==> config.mk <==
export PLATFORM = sky130hd
export DESIGN_NAME = reg_file_display_sys
export DESIGN_NICKNAME = d
export VERILOG_FILES = /design/src/rtl/reg_file_display_sys.sv
export SDC_FILE = /design/constraint.sdc
export NUM_CORES = 1
export LEC_CHECK = 0
export CORE_UTILIZATION = 58
export CTS_CLUSTER_DIAMETER = 200
export DETAILED_ROUTE_END_ITERATION = 10
export PLACE_DENSITY = 0.82
export REMOVE_ABC_BUFFERS = 1
export SYNTH_ARGS = -nofsm -noshare
export SYNTH_HDL_FRONTEND = slang
export SYNTH_SLANG_ARGS = --single-unit
==> constraint.sdc <==
create_clock -name clk -period 4.6 [get_ports clk]
set_clock_uncertainty 0.15 [all_clocks]
set_input_delay 1.15 -clock clk [delete_from_list [all_inputs] [get_ports clk]]
set_output_delay 1.15 -clock clk [all_outputs]
set_load 0.05 [all_outputs]
==> src/rtl/reg_file_display_sys.sv <==
// Register-file subsystem: tick generator, debounced one-shot write strobe,
// 2^ADDR_W x DATA_W register file with two combinational read ports, and a
// multiplexed seven-segment scanner showing {r_data, s_data}.
// Optional feature macro: RFDS_ZERO_REG_EN (register 0 hard-wired to zero).
module reg_file_display_sys #(
    parameter int unsigned DATA_W      = 16,
    parameter int unsigned ADDR_W      = 3,
    parameter int unsigned TICK_DIV    = 200000,
    parameter int unsigned DEB_SAMPLES = 3
) (
    input  logic                     clk,
    input  logic                     reset,
    input  logic                     we_btn,
    input  logic [ADDR_W-1:0]        w_adr,
    input  logic [DATA_W-1:0]        w_data,
    input  logic [ADDR_W-1:0]        r_adr,
    input  logic [ADDR_W-1:0]        s_adr,
    output logic [DATA_W-1:0]        r_data,
    output logic [DATA_W-1:0]        s_data,
    output logic                     we_ack,
    output logic [(DATA_W/2)-1:0]    anodes,
    output logic [6:0]               seg
);

    localparam int unsigned DEPTH  = 2 ** ADDR_W;
    localparam int unsigned DIGITS = DATA_W / 2;
    localparam int unsigned CNT_W  = $clog2(TICK_DIV);
    localparam int unsigned DIG_W  = (DIGITS > 1) ? $clog2(DIGITS) : 1;

    logic [CNT_W-1:0]       cnt_q, cnt_d;
    logic                   tick;
    logic [1:0]             sync_q;
    logic [DEB_SAMPLES-1:0] hist_q, hist_d, hist_shift;
    logic                   deb_q, deb_d, deb_prev_q;
    logic                   armed_q, armed_d;
    logic                   wr_pulse, wr_en;
    logic                   we_ack_q;
    logic [DATA_W-1:0]      regs_q [DEPTH];
    logic [DIG_W-1:0]       dig_q;
    logic [2*DATA_W-1:0]    disp;
    logic [DIG_W+1:0]       nib_base;
    logic [3:0]             nib;
    logic [DIGITS-1:0]      anodes_q;
    logic [6:0]             seg_q;

    // Active-low hex pattern {a,b,c,d,e,f,g}, lowercase b and d
    function automatic logic [6:0] hex7(input logic [3:0] n);
        logic [6:0] p;
        case (n)
            4'h0: p = 7'h01;
            4'h1: p = 7'h4F;
            4'h2: p = 7'h12;
            4'h3: p = 7'h06;
            4'h4: p = 7'h4C;
            4'h5: p = 7'h24;
            4'h6: p = 7'h20;
            4'h7: p = 7'h0F;
            4'h8: p = 7'h00;
            4'h9: p = 7'h04;
            4'hA: p = 7'h08;
            4'hB: p = 7'h60;
            4'hC: p = 7'h31;
            4'hD: p = 7'h42;
            4'hE: p = 7'h30;
            default: p = 7'h38;
        endcase
        return p;
    endfunction

    assign tick       = (cnt_q == CNT_W'(TICK_DIV - 1));
    assign hist_shift = {hist_q[DEB_SAMPLES-2:0], sync_q[1]};

    // Next-state for tick counter, sample history, debounced level and arming.
    // Arming requires a genuinely low sample after reset, so a button held
    // through reset release cannot produce a write until released.
    always_comb begin
        cnt_d   = tick ? '0 : cnt_q + CNT_W'(1);
        hist_d  = hist_q;
        deb_d   = deb_q;
        armed_d = armed_q;
        if (tick) begin
            hist_d = hist_shift;
            if (&hist_shift) begin
                deb_d = 1'b1;
            end else if (~|hist_shift) begin
                deb_d   = 1'b0;
                armed_d = 1'b1;
            end
        end
    end

    assign wr_pulse = deb_q & ~deb_prev_q & armed_q;

`ifdef RFDS_ZERO_REG_EN
    assign wr_en = wr_pulse & (w_adr != '0);
`else
    assign wr_en = wr_pulse;
`endif

    // Tick, synchroniser, debouncer and acknowledge state
    always_ff @(posedge clk or negedge reset) begin
        if (!reset) begin
            cnt_q      <= '0;
            sync_q     <= '0;
            hist_q     <= '0;
            deb_q      <= 1'b0;
            deb_prev_q <= 1'b0;
            armed_q    <= 1'b0;
            we_ack_q   <= 1'b0;
        end else begin
            cnt_q      <= cnt_d;
            sync_q     <= {sync_q[0], we_btn};
            hist_q     <= hist_d;
            deb_q      <= deb_d;
            deb_prev_q <= deb_q;
            armed_q    <= armed_d;
            we_ack_q   <= wr_en;
        end
    end

    // Register storage, written only on the one-shot strobe
    always_ff @(posedge clk or negedge reset) begin
        if (!reset) begin
            for (int i = 0; i < DEPTH; i++) begin
                regs_q[i] <= '0;
            end
        end else if (wr_en) begin
            regs_q[w_adr] <= w_data;
        end
    end

    // Reads have no bypass: a commit becomes visible the following cycle
    assign r_data = regs_q[r_adr];
    assign s_data = regs_q[s_adr];
    assign we_ack = we_ack_q;

    assign disp     = {r_data, s_data};
    assign nib_base = {dig_q, 2'b00};
    assign nib      = disp[nib_base +: 4];

    // Scanner: latch the current digit's anode and pattern, then advance
    always_ff @(posedge clk or negedge reset) begin
        if (!reset) begin
            dig_q    <= '0;
            anodes_q <= '1;
            seg_q    <= 7'h7F;
        end else if (tick) begin
            anodes_q <= ~(DIGITS'(1) << dig_q);
            seg_q    <= hex7(nib);
            dig_q    <= (dig_q == DIG_W'(DIGITS - 1)) ? '0 : dig_q + DIG_W'(1);
        end
    end

    assign anodes = anodes_q;
    assign seg    = seg_q;

endmodule

After elaboration in Yosys (flattened, before gate mapping)
Memories as Yosys holds them, arrays and structs flattened. A register that Yosys moved wholly into a read port is not among the register bits.
Cells that the tools add are included.
{"block": "word_totals", "n_memories": 1, "romBits": 112, "regBits": 165, "in_bits": 28, "output_inout_bits": 48, "wordCells": 57}
{"block": "classes", "n_lt_le_gt_ge": 4, "muxes": 13, "n_eq_ne": 3, "add_sub_neg": 2, "reduce_logical": 6, "n_bitwise": 9, "n_shift": 2}
{"memory": "(name not given)", "words": 16, "width": 7, "rd": 1, "rd_clocked_by_memory_dff": 1, "write_ports": 0, "line_no": "49", "rtl": "case (n)"}
{"op": "bitwise mux 128 bit", "n": 1}
{"op": "binary-select mux 16 bit (select 3 bit)", "n": 2}
{"op": "2-to-1 mux 16 bit", "n": 5}
{"op": "demux 16 bit (select 3 bit)", "n": 1}
{"op": "variable part select 32 x 6 -> 4 bit", "n": 1}
{"op": "adder 18 x 1 -> 18 bit (second input constant)", "n": 1}
{"op": "equality test 18 bit (second input constant)", "n": 1}
{"op": "2-to-1 mux 18 bit", "n": 1}
{"op": ">= comparator 4 bit (second input constant)", "n": 3}
{"op": "NOT 3 -> 4 bit", "n": 3}
{"op": "NOT 8 bit", "n": 1}
{"op": "<< shifter 1 x 3 -> 8 bit (first input constant)", "n": 1}
{"op": "AND reduction 3 bit", "n": 2}
{"op": "< comparator 4 x 1 -> 1 bit (second input constant)", "n": 1}
{"op": "adder 3 x 1 -> 3 bit (second input constant)", "n": 1}
{"op": "equality test 3 bit (second input constant)", "n": 1}
{"op": "2-to-1 mux 3 bit", "n": 1}
{"op": "NOT 1 bit", "n": 3}
{"op": "OR reduction 3 bit", "n": 1}
{"op": "AND 1 bit", "n": 2}
{"op": "2-to-1 mux 1 bit", "n": 2}
{"op": "!= test 2 bit (second input constant)", "n": 1}
{"op": "AND reduction 2 bit", "n": 1}
{"op": "logical AND 1 bit", "n": 1}
{"op": "zero test 1 bit", "n": 1}

Logic depth before layout (Yosys ltp)
Gate-level depths: netlist of the first run.
{"block": "depth", "depth_word": 6, "ltp_mapped": 14, "mapped_depth_nobuf": 10}

Least setup slack after synthesis of the first run
OpenSTA, ideal clock, no wires.
{"block": "synth_path", "kind": "input port to flip-flop", "start": "input s_adr[2]", "end": "register seg_q[1] (netlist: seg[1])", "setup_ns": 0.077, "slack_ns": -0.666, "n_path_buf": 4, "t_required_ns": 4.373, "cell_stages": 13, "arrival_time_ns": 5.039, "path_cell_list": "buf_2 buf_2 buf_2 buf_2 mux2i_1 o221ai_1 mux2i_1 a221oi_1 ha_1 inv_1 or4_2 a21o_1 a31oi_1"}
{"block": "synth_via", "elab_chain_cells": 5}
{"element": "start, declared", "line_no": "17", "rtl": "input logic [ADDR_W-1:0] s_adr,"}
{"element": "NOT 3 -> 4 bit (not written as such)", "line_no": "134", "rtl": "assign s_data = regs_q[s_adr];"}
{"element": "binary-select mux 16 bit (select 3 bit)", "line_no": "134"}
{"element": "2-to-1 mux 16 bit (not written as such) (2 in series)", "line_no": "134"}
{"element": "via s_data[12]", "line_no": "19", "rtl": "output logic [DATA_W-1:0] s_data,"}
{"element": "variable part select 32 x 6 -> 4 bit", "line_no": "139", "rtl": "assign nib = disp[nib_base +: 4];"}
{"element": "end, declared", "line_no": "44", "rtl": "logic [6:0] seg_q;"}
The timed path passes the listed nets, and every way through them passes these cells. The select of a mux whose other input is x is not followed.
A chain may end at the register's enable or synchronous reset.

Worst setup path after layout of the first run
{"block": "layout_path", "start": "input r_adr[2]", "end": "output r_data[14]"}
{"block": "layout_via", "elab_chain_cells": 4}
{"element": "start, declared", "line_no": "16", "rtl": "input logic [ADDR_W-1:0] r_adr,"}
{"element": "NOT 3 -> 4 bit (not written as such)", "line_no": "133", "rtl": "assign r_data = regs_q[r_adr];"}
{"element": "binary-select mux 16 bit (select 3 bit)", "line_no": "133"}
{"element": "2-to-1 mux 16 bit (not written as such) (2 in series)", "line_no": "133"}
{"element": "end, declared", "line_no": "18", "rtl": "output logic [DATA_W-1:0] r_data,"}
No other way between the ends. The select of a mux whose other input is x is not followed.

==> results of run 1 <==
## synth_stat cells, drive strengths merged, types with 3 or more instances
| cell | number | share of area |
|---|---|---|
| ha | 13 | 0.018 |
| nor2b | 6 | 0.0041 |
| o21ai | 9 | 0.0049 |
| nor2 | 40 | 0.016 |
| dfrtp | 157 | 0.43 |
| mux2 | 156 | 0.19 |
| xnor2 | 4 | 0.0038 |
| mux4 | 52 | 0.13 |
| nor3 | 8 | 0.0044 |
| a21oi | 3 | 0.0016 |
| or3 | 7 | 0.0048 |
| buf | 19 | 0.013 |
| xor2 | 9 | 0.0086 |
| o221ai | 5 | 0.0048 |
| nand2 | 51 | 0.021 |
| mux2i | 19 | 0.021 |
| nand3b | 4 | 0.0033 |
| inv | 15 | 0.0061 |
| nand3 | 15 | 0.0082 |
| nand2b | 10 | 0.0068 |
| dfstp | 15 | 0.043 |
| and2 | 6 | 0.0042 |
| and3 | 3 | 0.0020 |
| clkbuf | 18 | 0.0074 |
| a31oi | 13 | 0.0088 |
| o22ai | 7 | 0.0048 |
| nand4 | 4 | 0.0027 |
## final cells by class
cell class	instances	area, µm²
flip-flops and latches	172	4320
inverters	17	63.8
multi-input cells	475	4630
clock inverters	9	159
clock buffers	21	470
fillers	1029	4300
repair buffers	109	1100
well taps	211	264
## worst max-delay path by stage
stage	start	endpoint	slack, ns	depth (start not counted)
after detailed placement	r_adr[2]	seg[1]	-0.009	12
after global routing	r_adr[2]	r_data[14]	0.12	7
after global placement	r_adr[2]	seg[1]	0.07	12
after CTS	r_adr[2]	r_data[14]	0.20	7
after floorplan	s_adr[0]	seg[1]	0.04	9
final	r_adr[2]	r_data[14]	0.20	7
## state kept, by name, indices dropped and copies added (netlist names)
name        count
regs_q        128
cnt_q          18
anodes          8
seg             7
dig_q           3
hist_q          2
sync_q          2
armed_q         1
deb_prev_q      1
deb_q           1
we_ack          1
## layout by cell type (no fill, tap or decap), types with 4 or more instances in the layout
master	Yosys	routed
nor2b_1	6	6
buf_12	0	15
xor2_1	9	9
inv_1	14	14
nor2_1	40	39
dfrtp_1	157	157
a31oi_1	13	13
xnor2_1	4	4
and2_1	5	5
nand2_1	51	51
o21ai_0	8	8
buf_4	3	51
nor3_1	8	8
mux4_1	6	6
or3_1	7	7
nand2b_1	10	10
nand3b_1	4	4
mux4_2	46	46
nand4_1	4	4
ha_1	13	13
nand3_1	15	15
clkbuf_16	0	17
o22ai_1	7	7
mux2_2	156	156
mux2i_1	19	19
clkdlybuf4s50_1	0	39
bufinv_16	0	4
o221ai_1	5	5
dfstp_2	15	15
## logic make-up after synthesis
kind of cell    share of synthesized area
xor+xnor                           0.0124
compound gates                     0.0442
mux                                 0.342
buf+inv                            0.0275
flops                               0.470
fa+ha+maj                          0.0177
simple gates                       0.0860
## power by group
| part | leakage [nW] | internal [mW] | switching (mW) |
|---|---|---|---|
| registers | 2.31 | 1.53 | 0.0135 |
| clock network | 0.306 | 0.950 | 0.586 |
| logic | 2.58 | 0.133 | 0.185 |
| total | 5.20 | 2.62 | 0.784 |
## metrics by stage
step                      std cells  setup WS (ns)  total power [mW]
after floorplan                 664         0.0350              1.71
after global routing           1014          0.122              3.50
final                          1014          0.203              3.40
after detailed placement        984       -0.00931              1.89
after global placement          984         0.0733              1.88
after CTS                      1014          0.201              3.42
## metal layers
layer | up-vias | wire [µm] | part of all wire
met5 | - | 0 | 0
met4 | 0 | 708 | 0.031
met3 | 56 | 1580 | 0.070
met2 | 282 | 11400 | 0.50
met1 | 3294 | 8880 | 0.39
li1 | 2795 | - | -
## critical path, delay by kind of cell
kind | cells | cell delay, ns
AND/OR/NAND/NOR | 2 | 0.31
buffers and inverters | 4 | 1.11
multiplexers | 1 | 0.52
==> impl_metrics.py, run 1 <==
metrics = {
    "setup_path": {
        "r2r_end": "seg[1]",
        "crit_arrival_ns": 3.10,
        "rr_worst_depth": 9,
        "worstSetupPathType": "primary input to output port",
        "max_stage_delay_ns": 0.60,
        "cp.required_ns": 3.30,
        "path_cells": "clkdlybuf4s50_1, buf_4, mux4_2, and2_1, nor2_1, inv_1, buf_4",
        "critPathCaptureType": "output port",
        "crit_path_top_delay_cell": "clkdlybuf4s50_1",
        "worstPathMaxFanout": 12,
        "regToRegSetupSlack_ns": 1.16,
        "start_kind": "primary input",
        "timing.rr.start": "dig_q[1]",
        "crit_top_cell": "buf_4",
    },
    "layout": {
        "fin_nets": 833,
        "diodes": 0,
        "final_util": 0.719,
        "area_delta_synth_final_pct": 19.8,
        "finalInstanceArea_um2": 11000,
        "drive_gt1_frac": 0.405,
    },
    "worst_hold_path": {
        "hp-start": "sync_q[0]",
        "hold_depth": 0,
        "whs_endpoint": "sync_q[1]",
        "min_path_type": "flop to flop",
    },
    "routing": {
        "drtIter0Drc": 558,
        "viasPerCell": 6.34,
        "drc": 0,
        "route.antenna.remaining_nets": 0,
        "vias": 6427,
        "drt-total-wl_mm": 22.5,
        "post_drt_wl_per_cell_um": 22.2,
        "drt-pass1-iter-count": 7,
    },
    "clock_tree": {
        "path_clk_slew_ns": 0.06,
        "ctsHoldBuffers": 0,
        "root_buffer": "clkbuf_16",
        "clockBufferDepth": 2,
        "cts_resized": 0,
        "post_cts_buffers": 0,
        "cts_buffers": 17,
        "htreeDepth": 4,
        "clk_latency_ns": 0.43,
        "cts_tree": "yes",
        "clock_sinks": 172,
    },
    "pwr": {
        "p_leak_nw": 5.20,
        "power.density_nw_per_um2": 309,
        "ir_worst_vdd_mv": 0.326,
    },
    "synthesis": {
        "synth_ff_type": "dfrtp_1",
        "async_flop_share": 1.00,
        "netlist_area_um2": 9190,
        "synth_cells": 701,
        "ys_seq_elements": 172,
        "yosysSeqAreaShare": 0.470,
        "ys_types": 56,
        "syn_area_per_cell_um2": 13.1,
        "synth_edf_count": 0,
        "ys_warn_count": 0,
    },
    "die": {
        "coreArea_um2": 15300,
        "dieWidth_um": 128,
        "ios": 76,
        "initial_utilization": 0.600,
        "die_area_um2": 16400,
        "fp-row-count": 45,
        "die_h_um": 128,
    },
    "placement": {
        "port_buffers": 75,
        "routabilityCongestion": 0.881,
        "dpl-instance-area_um2": 10400,
        "dp_hpwl_mm": 15.0,
    },
    "sta": {
        "rsz0062_at_grt": "false",
        "setup_violations": 0,
        "relSlewSlack": 0.431,
        "period_needed_ns": 4.40,
        "fmax_mhz": 227,
        "timing.hold.ws_ns": 0.226,
        "fin_crit_sh": 0.956,
        "maxSlewViolCount": 0,
        "worstMarginPinSlew_ns": 0.853,
        "setup_tns_ns": 0,
        "hold_viol": 0,
    },
    "run_status": {
        "status": "finished, final reports clean",
    },
    "grt": {
        "grt_pass1_wl_mm": 35.7,
        "grt_pass1_vias": 6650,
        "use_met2": 0.487,
        "grt_max_degree": 93,
        "grt-ovfl-total": 0,
        "use_met3": 0.0547,
        "grt.total_usage": 0.294,
        "antenna_found_initial": 0,
        "met1_usage": 0.380,
        "grt-busiest-layer": "met2",
    },
    "run": {
        "max_cap_violations": 0,
    },
}
(Power assumes the default switching activity.)
==> inputs of run 2 (changes only) <==
CORE_MARGIN = 10   (was default)
GPL_TIMING_DRIVEN = 0   (was default)
==> impl_metrics.py, run 2 (synthesis results as in run 1) <==
metrics = {
    "run_status": {
        "status": "finished, final reports clean",
    },
    "grt": {
        "grt_max_degree": 116,
        "grt_pass1_wl_mm": 37.0,
        "antenna_found_initial": 1,
        "grt-ovfl-total": 0,
        "grt_pass1_vias": 6759,
        "grt.total_usage": 0.218,
    },
    "sta": {
        "period_needed_ns": 4.51,
        "worstMarginPinSlew_ns": 1.30,
        "setup_violations": 0,
        "setup_tns_ns": 0,
        "relSlewSlack": 0.129,
        "fmax_mhz": 222,
        "fin_crit_sh": 0.981,
        "rsz0062_at_grt": "false",
        "maxSlewViolCount": 0,
        "hold_viol": 0,
    },
    "layout": {
        "area_delta_synth_final_pct": 18.8,
        "most-common-layout-cells": "157 x dfrtp_1, 156 x mux2_2, 59 x clkdlybuf4s50_1",
        "finalInstanceArea_um2": 10900,
        "final_util": 0.710,
        "fin_nets": 812,
        "diodes": 0,
        "finalNonFillerCells": 995,
        "largest_reg_flops": 128,
        "drive_gt1_frac": 0.356,
        "largest_register": "regs_q",
        "final_common_cell": "dfrtp_1",
    },
    "routing": {
        "drtIter0Drc": 463,
        "vias": 6251,
        "drt-total-wl_mm": 22.8,
        "viasPerCell": 6.28,
        "route.antenna.remaining_nets": 0,
        "post_drt_wl_per_cell_um": 22.9,
        "drc": 0,
        "drt-pass1-iter-count": 5,
    },
    "setup_path": {
        "path_cells": "buf_4, buf_12, mux2_2, o22ai_1, a211o_1, inv_1, clkdlybuf4s50_1",
        "critPathCaptureType": "output port",
        "max_stage_delay_ns": 0.70,
        "worstSetupPathType": "primary input to output port",
        "worstPathMaxFanout": 27,
        "crit_path_top_delay_cell": "clkdlybuf4s50_1",
        "crit_arrival_ns": 3.21,
        "cp.required_ns": 3.30,
        "start_kind": "primary input",
    },
    "clock_tree": {
        "cts_buffers": 17,
        "clockBufferDepth": 2,
        "clk_latency_ns": 0.43,
        "path_clk_slew_ns": 0.06,
        "clock_sinks": 172,
        "htreeDepth": 4,
        "cts_tree": "yes",
        "post_cts_buffers": 0,
        "root_buffer": "clkbuf_16",
        "ctsHoldBuffers": 0,
    },
    "placement": {
        "dp_hpwl_mm": 15.1,
        "port_buffers": 75,
        "dp_cells": 963,
        "dpl-instance-area_um2": 10200,
        "routabilityCongestion": 0.827,
    },
    "worst_hold_path": {
        "min_path_type": "flop to flop",
    },
    "pwr": {
        "p_leak_nw": 5.16,
        "power.density_nw_per_um2": 314,
        "ir_worst_vdd_mv": 0.263,
    },
    "die": {
        "fp-row-count": 45,
        "initial_utilization": 0.598,
        "ios": 76,
        "die_h_um": 146,
        "coreArea_um2": 15400,
        "dieWidth_um": 146,
        "die_area_um2": 21300,
    },
    "run": {
        "max_cap_violations": 0,
    },
}
==> run 2: routing by layer <==
layer / vias to the layer above / routed length [µm] / global-route usage
li1: 2760 / - / -
met3: 42 / 1580 / 0.0615
met4: 2 / 451 / 0.0642
met1: 3199 / 9570 / 0.273
met5: - / 13 / 0
met2: 248 / 11200 / 0.359
==> run 2: metrics by stage <==
step | worst slack [ns] | hold WS (ns) | power [mW]
CTS | 0.00596 | 0.205 | 3.45
global placement | -4.35 | 0.186 | 1.86
global route | 0.00131 | 0.215 | 3.54
detailed placement | -1.16 | 0.187 | 1.87
floorplan | 0.0350 | 0.181 | 1.71
finish | 0.0885 | 0.203 | 3.43
==> run 2: final cells by class <==
type                            instances  area [µm²]
Multi-Input combinational cell        475        4650
Fill cell                            1021        4460
Timing Repair Buffer                   88         958
Sequential cell                       172        4320
Inverter                               17        63.8
Clock buffer                           19         443
Clock inverter                         13         210
Tap cell                              211         264
==> run 2: repair_timing <==
item                                   CTS  global route
gates resized for setup                 17             7
endpoints found under the hold margin    0             0
setup endpoints to repair               39             7
pin swaps                                0             0
==> run 2: worst max-delay path, delay by kind of cell <==
kind	cells	cell delay, ns
AOI/OAI and AO/OA	2	0.36
buffers and inverters	4	1.33
muxes	1	0.36
==> run 2: path summary, 6_finish.rpt <==
| check | startpoint | end | slack (ns) | depth (start not counted) |
|---|---|---|---|---|
| setup / recovery | s_adr[2] | s_data[11] | 0.09 | 7 |
| min in group asynchronous | reset | cnt_q[7] | 0.49 | 1 |
| hold reg to reg | sync_q[0] | sync_q[1] | 0.20 | 0 |
| hold / removal | sync_q[0] | sync_q[1] | 0.20 | 0 |
| max in group asynchronous | reset | regs_q[96] | 2.91 | 2 |
| setup reg to reg | dig_q[1] | seg[1] | 1.06 | 9 |
==> run 2: where the power goes <==
group	internal [mW]	total, mW	switching (mW)
registers	1.53	1.55	0.0124
logic	0.115	0.297	0.182
clock network	0.983	1.59	0.607
total	2.63	3.43	0.801
